==> config.mk <==
export PLATFORM = sky130hd
export DESIGN_NAME = mem_port_arbiter
export DESIGN_NICKNAME = d
export VERILOG_FILES = /design/src/rtl/mem_port_arbiter.sv
export SDC_FILE = /design/constraint.sdc
export NUM_CORES = 1
export LEC_CHECK = 0
export ABC_AREA = 0
export ABC_CLOCK_PERIOD_IN_PS = 1100
export CAP_MARGIN = 20
export CORE_MARGIN = 3
export CORE_UTILIZATION = 37
export DETAILED_ROUTE_END_ITERATION = 10
export PLACE_DENSITY = 0.76
export SETUP_SLACK_MARGIN = 0.3
export SYNTH_ARGS = -nofsm -noshare
export SYNTH_HDL_FRONTEND = slang
export SYNTH_SLANG_ARGS = --single-unit
==> constraint.sdc <==
create_clock -name clk -period 1.1 [get_ports clk]
set_input_delay 0.33 -clock clk [delete_from_list [all_inputs] [get_ports clk]]
set_output_delay 0.33 -clock clk [all_outputs]
set_load 0.005 [all_outputs]
==> src/rtl/mem_port_arbiter.sv <==
// Two-requester arbiter/sequencer for the shared single-port program/data memory.
// The instruction-fetch port (read-only) and the data load/store port share one
// memory. Each access runs IDLE -> ACCESS -> RESP, with a one-cycle ack issued on
// the return to IDLE. Round-robin fairness is tracked by a single rr_last bit.
module mem_port_arbiter #(
   parameter int addr_width = 8,
   parameter int data_width = 16
) (
   input  logic                  clk,
   input  logic                  clr,
   input  logic                  f_req,
   input  logic [addr_width-1:0] f_addr,
   output logic                  f_ack,
   output logic [data_width-1:0] f_rdata,
   input  logic                  d_req,
   input  logic                  d_rw,
   input  logic [addr_width-1:0] d_addr,
   input  logic [data_width-1:0] d_wdata,
   output logic                  d_ack,
   output logic [data_width-1:0] d_rdata,
   output logic                  mem_ce,
   output logic                  mem_rw,
   output logic [addr_width-1:0] mem_addr,
   output logic [data_width-1:0] mem_wdata,
   input  logic [data_width-1:0] mem_rdata,
   output logic                  busy
);

   typedef enum logic [1:0] {
      S_IDLE   = 2'd0,
      S_ACCESS = 2'd1,
      S_RESP   = 2'd2
   } state_t;

   localparam logic OWNER_FETCH = 1'b0;
   localparam logic OWNER_DATA  = 1'b1;

   state_t r_state;
   logic   r_owner;
   logic   r_rr_last;

   logic   w_f_eff;
   logic   w_d_eff;
   logic   w_grant_any;
   logic   w_grant_data;

   // Effective requests: a port is deaf during its own ack cycle, so a requester
   // that has not yet dropped req does not get a duplicate grant.
   always_comb begin
      w_f_eff      = f_req & ~f_ack;
      w_d_eff      = d_req & ~d_ack;
      w_grant_any  = w_f_eff | w_d_eff;
      // Data wins when it is alone, or on a conflict when fetch went last.
      w_grant_data = w_d_eff & (~w_f_eff | (r_rr_last == OWNER_FETCH));
   end

   // Sequencer FSM; every output is a register updated here.
   always_ff @(posedge clk) begin
      if (!clr) begin
         r_state   <= S_IDLE;
         r_owner   <= OWNER_FETCH;
         r_rr_last <= OWNER_DATA;
         mem_ce    <= 1'b0;
         mem_rw    <= 1'b1;
         mem_addr  <= '0;
         mem_wdata <= '0;
         f_ack     <= 1'b0;
         d_ack     <= 1'b0;
         f_rdata   <= '0;
         d_rdata   <= '0;
         busy      <= 1'b0;
      end else begin
         // Acks are single-cycle pulses.
         f_ack <= 1'b0;
         d_ack <= 1'b0;
         case (r_state)
            S_IDLE: begin
               mem_ce <= 1'b0;
               if (w_grant_any) begin
                  r_owner   <= w_grant_data;
                  r_rr_last <= w_grant_data;
                  mem_ce    <= 1'b1;
                  busy      <= 1'b1;
                  r_state   <= S_ACCESS;
                  if (w_grant_data) begin
                     mem_rw    <= d_rw;
                     mem_addr  <= d_addr;
                     mem_wdata <= d_wdata;
                  end else begin
                     // Fetch is read-only; the write-data register is left as is.
                     mem_rw   <= 1'b1;
                     mem_addr <= f_addr;
                  end
               end
            end
            S_ACCESS: begin
               // The memory has sampled ce this cycle; its reg_out is valid in RESP.
               mem_ce  <= 1'b0;
               r_state <= S_RESP;
            end
            S_RESP: begin
               if (r_owner == OWNER_FETCH) begin
                  f_ack   <= 1'b1;
                  f_rdata <= mem_rdata;
               end else begin
                  d_ack <= 1'b1;
                  // Writes leave the read-data register untouched.
                  if (mem_rw) begin
                     d_rdata <= mem_rdata;
                  end
               end
               busy    <= 1'b0;
               r_state <= S_IDLE;
            end
            default: begin
               mem_ce  <= 1'b0;
               busy    <= 1'b0;
               r_state <= S_IDLE;
            end
         endcase
      end
   end

endmodule

# Yosys cells after proc, flatten, opt, wreduce, memory -nomap -nowiden
# Cells that the tools add are included.
[totals]
regBits = 65
latchBits = 0
ram_bits = 0
rom_bits = 0
in_bits = 53
output_inout_bits = 61
wordCells = 43
mem_count = 0
[op_classes]
addsub = 0
n_mul = 0
div = 0
order_cmp = 0
eq_ne = 3
shifts = 0
mux = 10
n_bitwise = 11
n_reduce_logical = 7
[op_table]
columns = ["cell", "n"]
rows = [
  ["$mux W8", 1],
  ["$reduce_and A2 Y1", 4],
  ["$not A1 Y1", 6],
  ["$reduce_and A3 Y1", 2],
  ["$mux W1", 5],
  ["$pmux W1 S2", 2],
  ["$pmux W2 S2", 1],
  ["$and A1 B1 Y1", 3],
  ["$eq A2 B1 Y1 const B", 1],
  ["$eq A2 B2 Y1 const B", 1],
  ["$logic_not A2 Y1", 1],
  ["$mux W2", 1],
  ["$ne A2 B2 Y1 const B", 1],
  ["$or A1 B1 Y1", 2],
]

# Longest topological paths before layout
# Gate-level depths: netlist of the first run.
[logic_depth]
depth_word = 6
depth_mapped = 6

# Worst setup path after synthesis of the first run
# OpenSTA, ideal clock, no wires.
[synth_path]
kind = "register -> register"
from = "register r_state[1]"
to = "register mem_wdata[6]"
setup_time_ns = 0.114
arrival_time_ns = 1.128
required_time_ns = 0.986
setup_slack_ns = -0.142
path_stages_with_launch = 6
n_path_buf = 1
synth_period_minus_slack_ns = 1.242
path_cell_list = "dfxtp_1 -> nor4b_2 -> nand2_1 -> buf_2 -> nand3_1 -> nand2_1"
[synth_between]
elab_chain_cells = 2
[synth_lines]
columns = ["element", "line_no", "source"]
rows = [
  ["start: declaration", "38", "state_t r_state;"],
  ["start signal: assignment", "60", "r_state <= S_IDLE;"],
  ["start signal: assignment", "84", "r_state <= S_ACCESS;"],
  ["start signal: assignment", "99", "r_state <= S_RESP;"],
  ["$logic_not A2 Y1", "76", "case (r_state)"],
  ["$reduce_and A3 Y1 (no line)", "--", ""],
  ["end signal: assignment", "88", "mem_wdata <= d_wdata;"],
  ["end: declaration", "24", "output logic [data_width-1:0] mem_wdata,"],
]
# No other way between the ends.
# A chain may end at the register's enable or synchronous reset.

# Worst setup path after layout of the first run
[layout_path]
from = "register r_state[0]"
to = "register mem_wdata[12]"
# The elaborated chain is that of the path after synthesis.

==> flow_summary_export.csv, run 1 <==
group,metric,value,unit
cells_and_area,layout_common_cells,"dfxtp_2 (63), nand2_1 (62), clkdlybuf4s50_1 (49)",
cells_and_area,insertedDiodeCount,0,
sta,setup_slack,-0.252,ns
drt,dr.pass1.iters,4,
clock_network,clock-root-buffer,"clkbuf_8",
floorplanning,core-area,6490,sq um
setup_path,cp.required,1.36,ns
setup_path,crit_fanout,8,
drt,wl,8100,um
synth,synth.net_count,346,
placement,post-dp-hpwl,4650,um
synth,synth-simple-area-share,0.272,
synth,ys_types,30,
synth,synth_compound_area_frac,0.161,
drt,avgViaCountPerCell,5.01,
floorplanning,die_w,88.9,um
sta,max_freq,740,MHz
floorplanning,die_area,7900,sq um
grt,antenna_found_initial,0,
grt,overflow,0,
floorplanning,die_h,88.9,um
synth,synth-adder-area-share,0,
synth,synth_edf_count,0,
grt,grt_pass1_vias,2312,
outcome,violations,"setup timing",
drt,wl_per_cell,15.5,um
power,ir_drop,0.902,mV
setup_path,arrival,1.62,ns
sta,finClkSkew,0.0115,ns
synth,yosysWarnings,0,
sta,report.final.hold_viol_count,0,
floorplanning,io_pins,114,
cells_and_area,layout_commonest_cell,"dfxtp_2",
sta,rsz0062_at_grt,"yes",
synth,synthCells,293,
placement,dp_slack,-0.564,ns
synth,async_reset_ff_frac,0,
drt,drc,0,
outcome,status,"finished, violations left",
drt,ant_nets,0,
cells_and_area,layout-drive-gt1-share,0.598,
drt,drt_iter0_drc,122,
sta,fin_setup_tns,-11.52,ns
grt,track_usage,0.179,
synth,synth_top_area_frac,0.512,
placement,io_buffer_count,113,
cells_and_area,final_cells,522,
grt,grt_pass1_wl,10900,um
setup_path,start_kind,"flop",
synth,synth.area.top_cells,"dfxtp_1 (51%), nand2_1 (13%), nand3_1 (6.3%)",
sta,layout_min_cycle_time,1.35,ns
placement,place_inst,482,
power,p_per_area,1220,nW/um^2
setup_path,worst_setup_path_end_kind,"flop",
cells_and_area,fin_nets,494,
synth,yosysTopAreaCell,"dfxtp_1",
clock_network,clk_pin_slew_worst_paths,0.07,ns
sta,finalSetupViolCount,77,
clock_network,cts_tree,"built",
synth,synthXorXnorAreaFrac,0,
synth,ys_ff_latch,65,
clock_network,cts_buffer_depth,2,
sta,tightestPinTransition,0.281,ns
clock_network,numCtsBuffers,9,
placement,gp_congestion,0.794,
job,max-cap-violations,0,
clock_network,htreeDepth,3,
synth,synth_top_family_by_area,"simple AND/OR/NAND/NOR gates",
sta,max_slew_margin,0.812,
power,leakagePower,2.11,nW
grt,grt_max_degree,48,
floorplanning,start_util,0.391,
drt,num_vias,2614,
setup_path,worst-setup-path-type,"flop to flop",
floorplanning,num_rows,29,
clock_network,cts.sinks,65,
synth,synth_area,2540,sq um
cells_and_area,areaGrowthSynthToFinish,88.1,%
sta,finalCritPeriodShare,1.23,
synth,synth-seq-area-share,0.512,
synth,muxShareOfSynthArea,0,
clock_network,worstSkewPairLatency,0.33,ns
min_path,hp-class,"primary input to flop",
sta,slew_violations,0,
synth,synthFlopType,"dfxtp_1",
synth,syn_avg_cell_area,8.67,sq um
==> where the power goes <==
group / switching [mW] / internal [mW] / total (mW)
combinational: 0.470 / 0.751 / 1.22
sequential: 0.0960 / 2.50 / 2.60
clock: 0.868 / 1.15 / 2.02
total: 1.43 / 4.41 / 5.84
==> critical path, stage by stage (launching register included) <==
cell and delay (ns):
dfxtp_2 0.33, buf_12 0.12, nor4b_4 0.32, and2_4 0.23, clkbuf_16 0.15, nand3_1 0.07
nand2_1 0.06
==> logic make-up after synthesis <==
kind of cell	after synthesis
compound gates	54
buf+inv	23
flops	65
simple gates	151
==> state kept, by name (all words and copies together), names as in the netlist, 2 cells and up <==
| signal | flops |
|---|---|
| f_rdata | 16 |
| d_rdata | 16 |
| r_state | 2 |
| mem_addr | 8 |
| mem_wdata | 16 |
==> layer usage <==
metal  routed length, um  vias to the layer above  GRT usage
met2                4130                       95      0.307
li1                    -                     1266          -
met3                 497                       12     0.0456
met4                 123                        0     0.0618
met5                   0                        -          0
met1                3350                     1241      0.218
==> stage by stage <==
| step | utilization | total power, mW | hold WS [ns] | instance area [sq um] |
|---|---|---|---|---|
| after CTS | 0.652 | 5.65 | 0.402 | 4230 |
| after floorplan | - | 2.99 | 0.440 | 2620 |
| after detailed placement | 0.605 | 3.55 | 0.446 | 3930 |
| final | 0.736 | 5.84 | 0.434 | 4780 |
| after global placement | 0.605 | 3.53 | 0.438 | 3930 |
| after global routing | 0.736 | 6.07 | 0.429 | 4780 |
==> what timing repair did <==
item / 4_1_cts / 5_1_grt
resized for setup: 350 / 86
endpoints found under the hold margin: 0 / 0
buffers inserted: 9 / 8
pin swaps: 8 / 40
hold buffers: 0 / 0
endpoints found under the setup margin: 125 / 125
gates cloned: 3 / 5
==> synthesized netlist by cell type, types with 2 or more instances <==
cell type / count
a21boi_0: 14
a21boi_1: 9
a21boi_2: 10
a31oi_1: 8
and2_1: 4
and3_1: 2
buf_2: 4
buf_4: 3
buf_6: 3
clkbuf_1: 9
dfxtp_1: 65
nand2_1: 90
nand2_2: 10
nand2b_1: 2
nand3_1: 32
nor2_1: 2
nor2b_1: 5
o21a_1: 2
o21ai_0: 8
==> path summary, 6_finish.rpt <==
check,from,endpoint,slack (ns),cells after the start
worst max register to register,r_state[0],mem_wdata[12],-0.25,6
worst min-delay path,clr,mem_rw,0.43,3
worst min register to register,f_rdata[11],f_rdata[11],0.45,2
worst max-delay path,r_state[0],mem_wdata[12],-0.25,6
==> final cells by class <==
class | count | area (sq um)
well taps | 77 | 96.3
clock buffers | 12 | 155
flip-flops and latches | 65 | 1380
inverters | 1 | 3.75
repair buffers | 159 | 1680
fillers | 448 | 1720
clock inverters | 3 | 40.0
multi-input cells | 205 | 1420
Note: power is estimated with default switching activity, not from simulation.
==> run 2, diff against run 1 <==
- SETUP_SLACK_MARGIN: 0.3 -> 0.15
==> flow_summary_export.csv, run 2 (synthesized netlist as in run 1, its figures left out) <==
group,metric,value,unit
floorplanning,die_w,88.9,um
sta,setup_slack,-0.224,ns
setup_path,cp.required,1.36,ns
sta,finClkSkew,0.00824,ns
min_path,min_from,"clr",
grt,grt_max_degree,48,
drt,num_vias,2597,
sta,rsz0062_at_grt,"yes",
clock_network,clock-root-buffer,"clkbuf_8",
sta,max_freq,755,MHz
outcome,violations,"setup timing",
power,p_per_area,1210,nW/um^2
clock_network,numCtsBuffers,9,
clock_network,cts_hold_buffers,0,
drt,drt_iter0_drc,93,
setup_path,crit_fanout,8,
floorplanning,die_h,88.9,um
setup_path,worst_setup_path_end_kind,"flop",
setup_path,worst-setup-path-type,"flop to flop",
floorplanning,die_area,7900,sq um
setup_path,slowest_delay,0.33,ns
cells_and_area,layout_common_cells,"dfxtp_2 (60), nand2_1 (55), clkdlybuf4s50_1 (49)",
drt,dr.pass1.iters,4,
cells_and_area,areaGrowthSynthToFinish,90.2,%
drt,wl_per_cell,15.6,um
clock_network,htreeDepth,3,
sta,finalCritPeriodShare,1.20,
grt,grt_pass1_vias,2354,
drt,ant_nets,0,
cells_and_area,layout_commonest_cell,"dfxtp_2",
sta,report.final.hold_viol_count,0,
cells_and_area,insertedDiodeCount,0,
sta,slew_violations,0,
grt,track_usage,0.184,
power,total_power,5.85,mW
placement,gp_congestion,0.809,
setup_path,crit_chain,"and2b_4 -> and3_4 -> clkbuf_16 -> nand2_2 -> a21boi_1",
cells_and_area,reg_top3,"d_rdata x16, f_rdata x16, mem_wdata x16",
grt,antenna_found_initial,0,
drt,avgViaCountPerCell,4.96,
min_path,hp-class,"primary input to flop",
setup_path,slowest_stage,"dfxtp_2",
placement,io_buffer_count,113,
setup_path,setup.worst_path.start,"r_state[0]",
setup_path,crit_family,"simple AND/OR/NAND/NOR gates",
setup_path,start_kind,"flop",
placement,post-dp-hpwl,4590,um
drt,drc,0,
grt,grt_pass1_wl,11100,um
clock_network,cts.sinks,65,
setup_path,r2r_start,"r_state[0]",
floorplanning,start_util,0.391,
grt,overflow,0,
cells_and_area,fin_nets,495,
cells_and_area,layout-drive-gt1-share,0.615,
cells_and_area,nFillCells,473,
setup_path,critPathBufInv,1,
clock_network,cts_tree,"built",
job,max-cap-violations,0,
floorplanning,num_rows,29,
sta,max_slew_margin,0.796,
sta,tightestPinTransition,0.305,ns
floorplanning,core-area,6490,sq um
clock_network,worstSkewPairLatency,0.34,ns
sta,finalSetupViolCount,103,
floorplanning,io_pins,114,
sta,layout_min_cycle_time,1.32,ns
clock_network,cts_buffer_depth,2,
power,ir_drop,0.746,mV
drt,wl,8190,um
outcome,status,"finished, violations left",
power,leakagePower,2.15,nW
clock_network,clk_pin_slew_worst_paths,0.07,ns
setup_path,arrival,1.58,ns
cells_and_area,fin_util,0.744,
[run 2: changes by cell type in the layout (fill, tap and decap cells not counted), sizes merged]
cell / before / now
clkinv: 2 / 1
clkbuf: 17 / 18
buf: 103 / 105
[run 2: report_power, final]
part	switching (mW)	total (mW)	internal, mW
logic	0.473	1.16	0.684
registers	0.0911	2.59	2.50
clock network	0.873	2.10	1.23
total	1.44	5.85	4.42
[run 2: worst paths after layout]
path | cells past startpoint | slack [ns] | to
max | 5 | -0.22 | d_rdata[3]
min | 3 | 0.44 | mem_rw
max reg2reg | 5 | -0.22 | d_rdata[3]
min reg2reg | 2 | 0.45 | f_rdata[14]
[run 2: per-layer routing]
layer,track usage,up-vias,part of all wire
li1,-,1269,-
met1,0.225,1218,0.43
met2,0.308,95,0.49
met3,0.0400,15,0.059
met4,0.0865,0,0.021
met5,0,-,0
[run 2: cell type report]
cell class	count	area (sq um)	share of cell area
clock buffers	14	173	0.0357
clock inverters	2	35.0	0.00725
inverters	1	3.75	0.000777
multi-input cells	205	1510	0.313
flip-flops and latches	65	1390	0.287
well taps	77	96.3	0.0199
repair buffers	160	1620	0.336
[run 2: per-stage QoR]
stage | cell area (sq um) | worst slack (ns) | cells | TNS (ns) | hold slack [ns]
finish | 4830 | -0.224 | 524 | -11.24 | 0.444
floorplan | 2620 | -0.112 | 293 | -2.92 | 0.440
CTS | 4190 | -0.201 | 509 | -7.93 | 0.409
global route | 4830 | -0.294 | 524 | -17.00 | 0.462
detailed placement | 3910 | -0.588 | 481 | -22.87 | 0.448
global placement | 3910 | -0.506 | 481 | -21.23 | 0.437
[run 2: tightest hold or removal path: stages]
cell and delay [ns]:
buf_2 0.14, buf_12 0.18, nand2_1 0.07
[run 2: repair_timing]
action,4_1_cts,5_1_grt
pin swaps,7,68
setup endpoints to repair,124,124
buffers inserted,9,11
gates cloned,3,4
gates resized for setup,354,107
==> run 3, diff against run 2 <==
- ABC_CLOCK_PERIOD_IN_PS: 1100 -> 1270
- CORE_UTILIZATION: 37 -> 41
- PLACE_DENSITY: 0.76 -> 0.8
- clock period: 1.1 -> 1.27 ns (I/O delays scaled with it)
==> flow_summary_export.csv, run 3 (synthesized netlist as in run 1, its figures left out) <==
group,metric,value,unit
sta,finalCritPeriodShare,1.08,
cells_and_area,layout_common_cells,"nand2_1 (75), dfxtp_2 (60), clkdlybuf4s50_1 (49)",
sta,finClkSkew,0.00748,ns
cells_and_area,layout_commonest_cell,"nand2_1",
clock_network,clk_pin_slew_worst_paths,0.07,ns
clock_network,numCtsBuffers,9,
power,p_switching,1.23,mW
placement,gp_congestion,0.713,
setup_path,crit_family,"simple AND/OR/NAND/NOR gates",
drt,avgViaCountPerCell,4.98,
power,p_comb_frac,0.194,
sta,max_freq,727,MHz
power,p_sw_frac,0.243,
setup_path,arrival,1.64,ns
floorplanning,num_rows,28,
sta,rsz0062_at_grt,"yes",
placement,place_inst,474,
power,intPower,3.82,mW
cells_and_area,fin_util,0.758,
floorplanning,die_h,84.7,um
clock_network,cts_buffer_depth,2,
sta,max_slew_margin,0.813,
outcome,status,"finished, violations left",
power,p_per_area,1120,nW/um^2
setup_path,slowest_delay,0.36,ns
floorplanning,core-area,5960,sq um
cells_and_area,layout-drive-gt1-share,0.550,
setup_path,crit_fanout,8,
setup_path,cp.required,1.53,ns
drt,drc,0,
cells_and_area,insertedDiodeCount,0,
min_path,min_from,"f_rdata[12]",
drt,num_vias,2546,
setup_path,critPathBufInv,2,
power,clkPwrFrac,0.362,
sta,fin_hold_ws,0.449,ns
sta,setup_slack,-0.105,ns
sta,slew_violations,0,
grt,antenna_found_initial,0,
grt,grt_pass1_vias,2430,
setup_path,start_kind,"flop",
cells_and_area,fin_nets,484,
clock_network,cts_hold_buffers,0,
setup_path,r2r_start,"d_ack",
drt,dr.pass1.iters,4,
setup_path,crit_chain,"buf_6 -> nor4b_4 -> and2_4 -> buf_12 -> nand3_1 -> nand2_1",
grt,grt_max_degree,62,
power,pwr-share-seq,0.444,
grt,overflow,0,
clock_network,clock-root-buffer,"clkbuf_8",
drt,wl_per_cell,14.8,um
placement,io_buffer_count,113,
power,leakagePower,2.00,nW
sta,finalSetupViolCount,38,
sta,tightestPinTransition,0.280,ns
setup_path,slowest_stage,"dfxtp_4",
floorplanning,die_area,7180,sq um
sta,report.final.hold_viol_count,0,
setup_path,worst-setup-path-type,"flop to flop",
clock_network,cts.sinks,65,
placement,post-dp-hpwl,4550,um
setup_path,worst_setup_path_end_kind,"flop",
job,max-cap-violations,0,
cells_and_area,final_cells,511,
floorplanning,die_w,84.7,um
setup_path,setup.worst_path.start,"d_ack",
min_path,hp-class,"flop to flop",
sta,layout_min_cycle_time,1.37,ns
floorplanning,io_pins,114,
clock_network,cts_tree,"built",
cells_and_area,reg_top3,"d_rdata x16, f_rdata x16, mem_wdata x16",
outcome,violations,"setup timing",
drt,drt_iter0_drc,102,
power,ir_drop,0.779,mV
clock_network,worstSkewPairLatency,0.32,ns
grt,grt_pass1_wl,11900,um
drt,wl,7580,um
cells_and_area,areaGrowthSynthToFinish,77.8,%
drt,ant_nets,0,
floorplanning,start_util,0.426,
grt,track_usage,0.206,
clock_network,htreeDepth,3,
[run 3: cell count changes in the layout (fill, tap and decap cells not counted), sizes merged]
cell,before,now
clkbuf,18,14
clkdlybuf4s15,0,1
clkinvlp,0,2
buf,105,95
[run 3: layout make-up]
class                   instances  area, sq um
multi-input cells             205         1330
clock buffers                  12          165
flip-flops and latches         65         1380
fillers                       428         1440
inverters                       1         3.75
repair buffers                149         1490
clock inverters                 4         50.0
well taps                      75         93.8
[run 3: per-layer routing]
metal	track usage	vias up	routed length, um
met5	0	-	0
met4	0.0460	0	25
met3	0.0687	4	504
met2	0.347	84	3790
met1	0.256	1203	3250
li1	-	1255	-
[run 3: timing repair]
| item | CTS | global route |
|---|---|---|
| resized for setup | 367 | 46 |
| pin swaps | 14 | 25 |
| endpoints found under the setup margin | 124 | 124 |
| setup buffers | 6 | 9 |
| cloned | 6 | 0 |
[run 3: metrics by stage]
step / area [sq um] / total power [mW] / worst slack (ns) / setup TNS (ns)
4_1_cts: 4280 / 4.98 / -0.0662 / -0.954
5_1_grt: 4520 / 5.28 / -0.188 / -5.14
2_1_floorplan: 2600 / 2.58 / 0.0575 / 0
3_3_place_gp: 3860 / 3.03 / -0.415 / -11.18
6_report: 4520 / 5.04 / -0.105 / -1.95
3_5_place_dp: 3860 / 3.04 / -0.510 / -12.84
[run 3: worst paths after layout]
kind | endpoint | slack, ns | depth (start not counted)
hold / removal | f_rdata[12] | 0.45 | 2
setup / recovery | mem_wdata[1] | -0.10 | 6
hold reg to reg | f_rdata[12] | 0.45 | 2
setup reg to reg | mem_wdata[1] | -0.10 | 6
[run 3: worst register-to-register path, cell delays in order (launching register included)]
cell and delay, ns:
dfxtp_4 0.36, buf_6 0.13, nor4b_4 0.32, and2_4 0.24, buf_12 0.13, nand3_1 0.08, nand2_1 0.07
[run 3: power by group through the flow]
stage | sequential (mW) | combinational (mW) | clock [mW]
floorplan | 2.26 | 0.312 | 0
global placement | 2.26 | 0.772 | 0
detailed placement | 2.26 | 0.784 | 0
CTS | 2.24 | 0.882 | 1.87
global route | 2.25 | 1.04 | 1.99
finish | 2.24 | 0.976 | 1.83
